[config.mk]
export PLATFORM = sky130hd
export DESIGN_NAME = chu_io_pwm2_core
export DESIGN_NICKNAME = d
export VERILOG_FILES = /design/src/rtl/chu_io_pwm2_core.sv
export SDC_FILE = /design/constraint.sdc
export NUM_CORES = 1
export LEC_CHECK = 0
export CORE_MARGIN = 5
export CORE_UTILIZATION = 40
export CTS_BUF_LIST = sky130_fd_sc_hd__clkbuf_2 sky130_fd_sc_hd__clkbuf_4 sky130_fd_sc_hd__clkbuf_8
export CTS_CLUSTER_DIAMETER = 200
export CTS_CLUSTER_SIZE = 8
export DETAILED_ROUTE_END_ITERATION = 10
export SLEW_MARGIN = 15
export SYNTH_ARGS = -nofsm -noshare
export SYNTH_HDL_FRONTEND = slang
export SYNTH_SLANG_ARGS = --single-unit
[constraint.sdc]
create_clock -name clk -period 3.1 [get_ports clk]
set_input_delay 0.62 -clock clk [delete_from_list [all_inputs] [get_ports clk]]
set_output_delay 0.62 -clock clk [all_outputs]
set_load 0.1 [all_outputs]
[src/rtl/chu_io_pwm2_core.sv]
// chu_io_pwm2_core -- multi-channel PWM core on an MMIO slot.
//
// Each of W channels compares a shared duty counter d against its active duty
// register. Duties are double buffered: software writes a shadow copy and the
// active copy is loaded at the period boundary, so an update never produces a
// runt pulse. The counter runs edge-aligned (sawtooth) or center-aligned
// (triangle), stepped by a programmable prescaler.
//
// Register map (word address):
//   0      dvsr       prescaler divisor, tick every dvsr+1 clocks
//   1      ctrl       bit0 en, bit1 center mode; any write restarts the counter
//   2      mask       per-channel enable
//   3      period_cnt read-only count of completed periods
//   4      pol        output polarity (only with PWM_POLARITY_INV_EN)
//   0x10+i shadow duty of channel i (R+1 bits, so 100% is reachable)
//
// Optional feature macro: PWM_POLARITY_INV_EN adds the pol register and XORs
// it into the registered outputs.
//
// Ports:
//   clk, reset     clock, synchronous active-high reset
//   cs/read/write  slot select and strobes (reads have no side effects)
//   addr, wr_data  word address and write data
//   rd_data        combinational read data selected by addr
//   pwm_out        registered PWM outputs
module chu_io_pwm2_core #(
    parameter int W = 8,
    parameter int R = 10
) (
    input  logic         clk,
    input  logic         reset,
    input  logic         cs,
    input  logic         read,
    input  logic         write,
    input  logic [4:0]   addr,
    input  logic [31:0]  wr_data,
    output logic [31:0]  rd_data,
    output logic [W-1:0] pwm_out
);
    typedef enum logic {UP = 1'b0, DOWN = 1'b1} dir_t;
    localparam logic [R-1:0] D_MAX = '1;

    logic [31:0]  dvsr_q, dvsr_d, q_q, q_d, period_q, period_d;
    logic [1:0]   ctrl_q, ctrl_d;
    logic [W-1:0] mask_q, mask_d, pwm_q, pwm_next;
    logic [R:0]   shadow_q [W];
    logic [R:0]   shadow_d [W];
    logic [R:0]   active_q [W];
    logic [R:0]   active_d [W];
    logic [R-1:0] d_q, d_d;
    dir_t         dir_q, dir_d;
    logic         wr_en, en, center, tick, boundary;
    logic [W-1:0] pol_q;

    // Reads are pure; the strobe carries no information for this core.
    logic unused_read;
    assign unused_read = read;

    assign wr_en  = cs && write;
    assign en     = ctrl_q[0];
    assign center = ctrl_q[1];
    assign tick   = en && (q_q == 32'd0);

    always_comb begin
        dvsr_d   = dvsr_q;
        ctrl_d   = ctrl_q;
        mask_d   = mask_q;
        period_d = period_q;
        shadow_d = shadow_q;
        active_d = active_q;
        q_d      = q_q;
        d_d      = d_q;
        dir_d    = dir_q;
        boundary = 1'b0;

        if (wr_en && addr == 5'd0) dvsr_d = wr_data;
        if (wr_en && addr == 5'd1) ctrl_d = wr_data[1:0];
        if (wr_en && addr == 5'd2) mask_d = wr_data[W-1:0];
        for (int i = 0; i < W; i++)
            if (wr_en && addr[4] && addr[3:0] == 4'(i)) shadow_d[i] = wr_data[R:0];

        if (!en) begin
            q_d   = '0;
            d_d   = '0;
            dir_d = UP;
        end else begin
            q_d = (q_q == dvsr_q) ? 32'd0 : q_q + 32'd1;
            if (tick) begin
                if (!center) begin
                    d_d      = d_q + R'(1);
                    boundary = (d_q == D_MAX);
                end else if (dir_q == UP) begin
                    // Top of the triangle: turn around without repeating D_MAX.
                    if (d_q == D_MAX) begin
                        d_d   = d_q - R'(1);
                        dir_d = DOWN;
                    end else begin
                        d_d = d_q + R'(1);
                    end
                end else begin
                    // Stepping 1 -> 0 ends the period; 0 is counted once, going up.
                    d_d = d_q - R'(1);
                    if (d_q == R'(1)) begin
                        dir_d    = UP;
                        boundary = 1'b1;
                    end
                end
            end
        end

        // A ctrl write restarts the counter cleanly in either mode.
        if (wr_en && addr == 5'd1) begin
            q_d   = '0;
            d_d   = '0;
            dir_d = UP;
        end

        if (boundary) period_d = period_q + 32'd1;

        // Commit uses shadow_d so a write landing on the boundary is not lost.
        if (!en || boundary) active_d = shadow_d;

        for (int i = 0; i < W; i++)
            pwm_next[i] = en && mask_q[i] && ({1'b0, d_q} < active_q[i]);
    end

    always_ff @(posedge clk) begin
        if (reset) begin
            dvsr_q   <= '0;
            ctrl_q   <= '0;
            mask_q   <= '0;
            period_q <= '0;
            q_q      <= '0;
            d_q      <= '0;
            dir_q    <= UP;
            pwm_q    <= '0;
            for (int i = 0; i < W; i++) begin
                shadow_q[i] <= '0;
                active_q[i] <= '0;
            end
        end else begin
            dvsr_q   <= dvsr_d;
            ctrl_q   <= ctrl_d;
            mask_q   <= mask_d;
            period_q <= period_d;
            q_q      <= q_d;
            d_q      <= d_d;
            dir_q    <= dir_d;
            pwm_q    <= pwm_next ^ pol_q;
            shadow_q <= shadow_d;
            active_q <= active_d;
        end
    end

`ifdef PWM_POLARITY_INV_EN
    always_ff @(posedge clk) begin
        if (reset)
            pol_q <= '0;
        else if (wr_en && addr == 5'd4)
            pol_q <= wr_data[W-1:0];
    end
`else
    assign pol_q = '0;
`endif

    always_comb begin
        rd_data = '0;
        if (addr[4]) begin
            for (int i = 0; i < W; i++)
                if (addr[3:0] == 4'(i)) rd_data = 32'(shadow_q[i]);
        end else begin
            case (addr[3:0])
                4'd0:    rd_data = dvsr_q;
                4'd1:    rd_data = {30'd0, ctrl_q};
                4'd2:    rd_data = 32'(mask_q);
                4'd3:    rd_data = period_q;
`ifdef PWM_POLARITY_INV_EN
                4'd4:    rd_data = 32'(pol_q);
`endif
                default: rd_data = '0;
            endcase
        end
    end

    assign pwm_out = pwm_q;

endmodule
After elaboration in Yosys (flattened, before gate mapping):

Index checks and enable logic that the tools add are counted.

* bits in latches: 0
* RAM bits: 0
* memories kept: 0
* input port bits: 42
* bits in registers: 301
* ROM bits: 0
* logic and storage cells: 116
* output and inout port bits: 40

* $mul: 0
* equal/unequal tests: 12
* shift-type cells: 0
* bitwise logic cells: 1
* muxes and demuxes: 29
* divide/modulo/power cells: 0
* magnitude comparators: 8
* reductions and logical operators: 38
* $add $sub $neg: 4

Operators with widths (number)
* two-way mux 32 bit: 8
* one-hot mux 32 bit (4 select lines): 1
* two-way mux 11 bit: 9
* < comparator 10 x 11 -> 1 bit: 8
* adder 32 x 1 -> 32 bit (second input constant): 2
* == test 32 bit: 1
* logical NOT 32 bit: 1
* logical AND 1 bit: 30
* two-way mux 10 bit: 3
* == test 4 x 3 -> 1 bit (second input constant): 4
* adder 10 x 1 -> 10 bit (second input constant): 1
* == test 10 x 1 -> 1 bit (second input constant): 1
* == test 10 bit (second input constant): 1
* subtractor 10 x 1 -> 10 bit (second input constant): 1
* == test 4 x 2 -> 1 bit (second input constant): 2
* two-way mux 1 bit: 8
* == test 5 x 1 -> 1 bit (second input constant): 1
* == test 5 x 2 -> 1 bit (second input constant): 1
* logical NOT 5 bit: 1
* == test 4 x 1 -> 1 bit (second input constant): 1
* logical NOT 4 bit: 1
* OR reduction 4 bit: 1
* OR reduction 3 bit: 1
* AND reduction 2 bit: 1
* 3 further kinds: 3

Longest topological paths before layout:

* depth in word-level cells: 10
* gate-level depth with buffers: 10

Worst setup path before layout:

Ideal clock, no wire load.

* path kind: in2out
* start point: in addr[1]
* end point: out rd_data[3]
* stages on the path: 8
* data required time: 2.480 ns
* arrival: 3.982 ns
* path slack: -1.502 ns
* cell sequence: buf_2 -> buf_1 -> buf_2 -> buf_2 -> mux2i_1 -> nor2_1 -> a21oi_1 -> o21ai_0

* word-level cells in the longest chain between the ends: 10
* elaborated cells between the ends (all ways): 18
* classes of those cells: eq/ne: 7; mux: 10; reduce/logical: 1

Ends and longest elaborated chain
* start, declared: line 35 `input logic [4:0] addr,`
* logical NOT 4 bit: line 170, 172
* two-way mux 11 bit: line 170 `if (addr[3:0] == 4'(i)) rd_data = 32'(shadow_q[i]);`
* two-way mux 32 bit (7 in a row): line 170
* two-way mux 32 bit *: line 168 `if (addr[4]) begin`
* end, declared: line 37 `output logic [31:0] rd_data,`

Mark *: on every way between the ends. The rest lies on a longest branch, timed or not.

Final worst setup path:

* start point: in addr[1]
* end point: out rd_data[0]

The elaborated chain is that of the path after synthesis.

==> impl_results.rst <==
.. list-table::
   :header-rows: 1

   * - Metric
     - Value
   * - Critical Path, Cell by Cell
     - buf_2, buf_4, nor2b_1, a21oi_1, o22ai_1, a22o_2, buf_12
   * - DPL Wire Length
     - 31.4 mm
   * - RR Endpoint
     - active_q[22]$_SDFFE_PP0P_
   * - Cell variety after synth
     - 58
   * - Clock sink count
     - 301
   * - Crit path buf inv count
     - 3
   * - Synth Area in Adders
     - 6.64%
   * - Flip-flop cell with the highest count after synthesis
     - dfxtp_1
   * - Row count
     - 70
   * - Number of global-route vias before repair
     - 12,200
   * - Count of mapped cells out of synthesis
     - 1,691
   * - Wire length of the first global-routing pass
     - 68.8 mm
   * - Crit path capture type
     - output pin
   * - Port-buffer cells
     - 80
   * - Simple-gate portion of the synthesized area
     - 17.2%
   * - Count of hold buffers inserted by post-cts repair
     - 0
   * - Insertion delay to the later sink of the worst-skew pair
     - 0.57 ns
   * - Worst Hold Depth
     - 2
   * - Count of TritonRoute iterations in the first routing pass
     - 6
   * - Detailed Route Iter0 Violations
     - 803
   * - Mapped Area
     - 14,700 um2
   * - Hold WC Path Type
     - flop to flop
   * - Sum of negative setup slack
     - 0 ns
   * - Xor and xnor fraction of the mapped netlist area
     - 5.30%
   * - Clock root buffer
     - clkbuf_8
   * - FFs w/ async S/R, synth
     - 0%
   * - Worst setup path start
     - addr[1]
   * - Via total after detailed routing
     - 12,400
   * - Transition time of the tightest slew-check pin
     - 1.01 ns
   * - Max-slew headroom at the worst pin
     - 32.5%
   * - Data arrival time of the critical path
     - 2.42 ns
   * - Clock H-tree levels
     - 2
   * - Antenna violations before repair
     - 0
   * - Dominant combinational cell family by area after synthesis
     - simple AND/OR/NAND/NOR gates
   * - Startpoint Class
     - input port
   * - Final weighted congestion in routability-driven placement
     - 0.887
   * - Crit path time final
     - 3.04 ns
   * - Max-capacitance violation count
     - 0
   * - Peak supply drop
     - 322 uV
   * - Number of buffers inserted during clock tree synthesis
     - 43
   * - Class of the most critical setup path
     - input port to output pin
   * - Most common cell after layout, fill and taps aside
     - dfxtp_1
   * - Final routed DRC violation total
     - 0
   * - Synthesized-area fraction occupied by ao, oa, aoi and oai cells
     - 17.0%
   * - Overall global routing resource usage
     - 21.1%
   * - Starting density of the core
     - 40.4%
   * - Worst-path cell with the longest stage delay
     - nor2b_1
   * - Post-layout instance count excluding filler cells
     - 2,241
   * - FF-to-FF Start
     - q_q[0]$_SDFF_PP0_
   * - Reg2Reg Setup Slack
     - 0.20 ns
   * - Remaining global-route overflow
     - 0
   * - Clock edge transition at the registers on the reported setup and hold paths
     - 0.06 ns
   * - Multiplexer area fraction after synthesis
     - 7.00%
   * - Run status
     - finished, final reports clean
   * - DIE HEIGHT
     - 202 um
   * - Family with the most delay on the worst path
     - compound AO/OA/AOI/OAI gates
   * - Worst Skew
     - 0.0201 ns
   * - RSZ-0062 raised after global routing
     - no
   * - Vias per inst
     - 5.55
   * - Routed WL
     - 44.2 mm
   * - Count of final setup violators
     - 0
   * - Largest fanout of any net on the critical path
     - 12
   * - Final antenna diode count
     - 0
   * - Chip Width
     - 202 um
   * - Hold endpoint
     - shadow_q[17]$_SDFF_PP0_
   * - TritonCTS clock tree
     - built
   * - Synthesized Nets
     - 1,811
   * - Power per cell area
     - 399 nW/um2
   * - Max Root-Sink Buffers
     - 3
   * - Placeable core region
     - 36,400 um2
   * - Req. time, crit path
     - 2.48 ns
   * - Final Hold Fails
     - 0
   * - Portion of the clock cycle consumed by the worst path in the final layout
     - 98.1%
   * - Leading cell types in the layout, fill and taps excluded
     - dfxtp_1 (301), nand2_1 (183), nor2_1 (148), a21oi_1 (120), inv_1 (91)
   * - Yosys warnings
     - 0
   * - Crit-path max cell delay
     - 0.37 ns
   * - Share of cells above drive strength 1
     - 13.0%
   * - Largest net degree at the start of global routing
     - 172
   * - Number of flops mapped to enable cells by yosys
     - 0
   * - Post-synthesis sequential area ratio
     - 41.0%
   * - Synth-to-Final Area Change
     - 19.3%
   * - Cells on worst reg2reg path
     - 10
   * - Startpoint of the lowest-slack hold path
     - shadow_q[17]$_SDFF_PP0_
   * - WL per Instance
     - 19.7 um
   * - Area of the die
     - 40,700 um2
   * - Peak Freq
     - 0.329 GHz
   * - Net count of the finished layout
     - 1,893
   * - Post-synthesis area per instance
     - 8.69 um2
   * - Ports placed on the boundary
     - 82
   * - Remaining antenna violation count after routing
     - 0
   * - Placed instance count
     - 2,195
   * - Max-slew violation count
     - 0
   * - Flip-flop and latch count after synthesis
     - 301
   * - Leakage power total
     - 0.00650 uW
   * - Overall power of the completed layout
     - 7000 uW
-- logic make-up (layout without fill, tap and decap cells) --
group,Yosys count,in the layout
and+or+nand+nor,538,538
adders and majority gates,78,78
AOI/OAI and AO/OA,369,369
muxes,99,99
buffers and inverters,217,299
DFF,301,301
xor gates and xnor gates,89,89
-- cells in the mapped netlist (3+ instances only) --
library cell    n  share of area [%]
a2111oi_0       8               0.48
a211o_1         5               0.30
a211oi_1       10               0.51
a21o_1         26                1.3
a21oi_1       120                4.1
a221oi_1        3               0.18
a222oi_1        5               0.34
a22o_1          3               0.18
a22oi_1        25                1.3
and2_1          5               0.21
and3_1         14               0.60
and4_1         11               0.66
buf_1           4               0.10
buf_2          33                1.1
buf_4           4               0.20
clkbuf_1       84                2.1
dfxtp_1       301                 41
ha_1           78                6.6
inv_1          91                2.3
mux2_2         11               0.84
mux2i_1        86                5.9
nand2_1       183                4.7
nand2b_1       12               0.51
nand3_1        37                1.3
nand4_1        31                1.3
nor2_1        169                4.3
nor2b_1        13               0.55
nor3_1         18               0.61
nor4_1         13               0.55
o211ai_1        8               0.41
o21ai_0        46                1.6
o22a_1         79                4.7
o22ai_1        14               0.60
o31ai_1         6               0.31
or3_1           9               0.38
or4_1          10               0.51
xnor2_1        41                2.4
xor2_1         48                2.9
-- worst max path at each step --
stage,end,slack [ns],cells after the start
2_1_floorplan,rd_data[3],-0.22,8
3_3_place_gp,rd_data[15],-0.05,7
3_5_place_dp,rd_data[13],-0.12,7
4_1_cts,rd_data[0],0.12,7
5_1_grt,rd_data[0],0.04,7
6_report,rd_data[0],0.06,7
-- per-stage QoR --
stage               setup WS, ns  util, %  cell area, um2  hold WS (ns)
detailed placement        -0.120     46.5           16900         0.468
finish                    0.0599     48.1           17500         0.475
floorplan                 -0.220        -           15000         0.453
global route              0.0367     48.1           17500         0.497
CTS                        0.118     48.1           17500         0.478
global placement         -0.0540     46.5           16900         0.459
-- state kept, by name, indices dropped and copies added (netlist names) --
signal,count
q_q,32
ctrl_q,2
pwm_out,8
dvsr_q,32
period_q,32
active_q,88
shadow_q,88
mask_q,8
d_q,10
dir_q,1
-- power by group --
group	total (uW)	switching [uW]	internal (uW)	leakage [uW]
Sequential	3890	9.15	3880	0.00242
Combinational	419	260	160	0.00376
Clock	2690	1450	1240	0.000313
-- repair_timing --
action	4_1_cts	5_1_grt
setup endpoints to repair	31	3
buffers inserted	0	1
gates resized for setup	3	0
pin swaps	0	1
-- worst register-to-register path: cells and delay by family, from the launching register on --
| family | cells | cell delay, ns |
|---|---|---|
| AO/OA/AOI/OAI | 2 | 0.25 |
| adder cells (fa/ha/maj) | 1 | 0.19 |
| buffers and inverters | 4 | 0.73 |
| flip-flops | 1 | 0.46 |
| AND/OR/NAND/NOR | 3 | 1.21 |
-- cell type report --
| class | count | area, um2 |
|---|---|---|
| Fill cell | 3479 | 18900 |
| Multi-Input combinational cell | 1173 | 8110 |
| Sequential cell | 301 | 6030 |
| Timing Repair Buffer | 162 | 1860 |
| Clock buffer | 43 | 592 |
| Tap cell | 468 | 586 |
| Inverter | 92 | 345 |
| Clock inverter | 2 | 12.5 |
-- per-layer routing --
metal	routed length (um)	track usage, %
met1	19900	27.9
met3	2240	3.58
met4	1330	6.42
met2	20700	35.5
met5	0	0
Power figures use the tool's default switching activity.
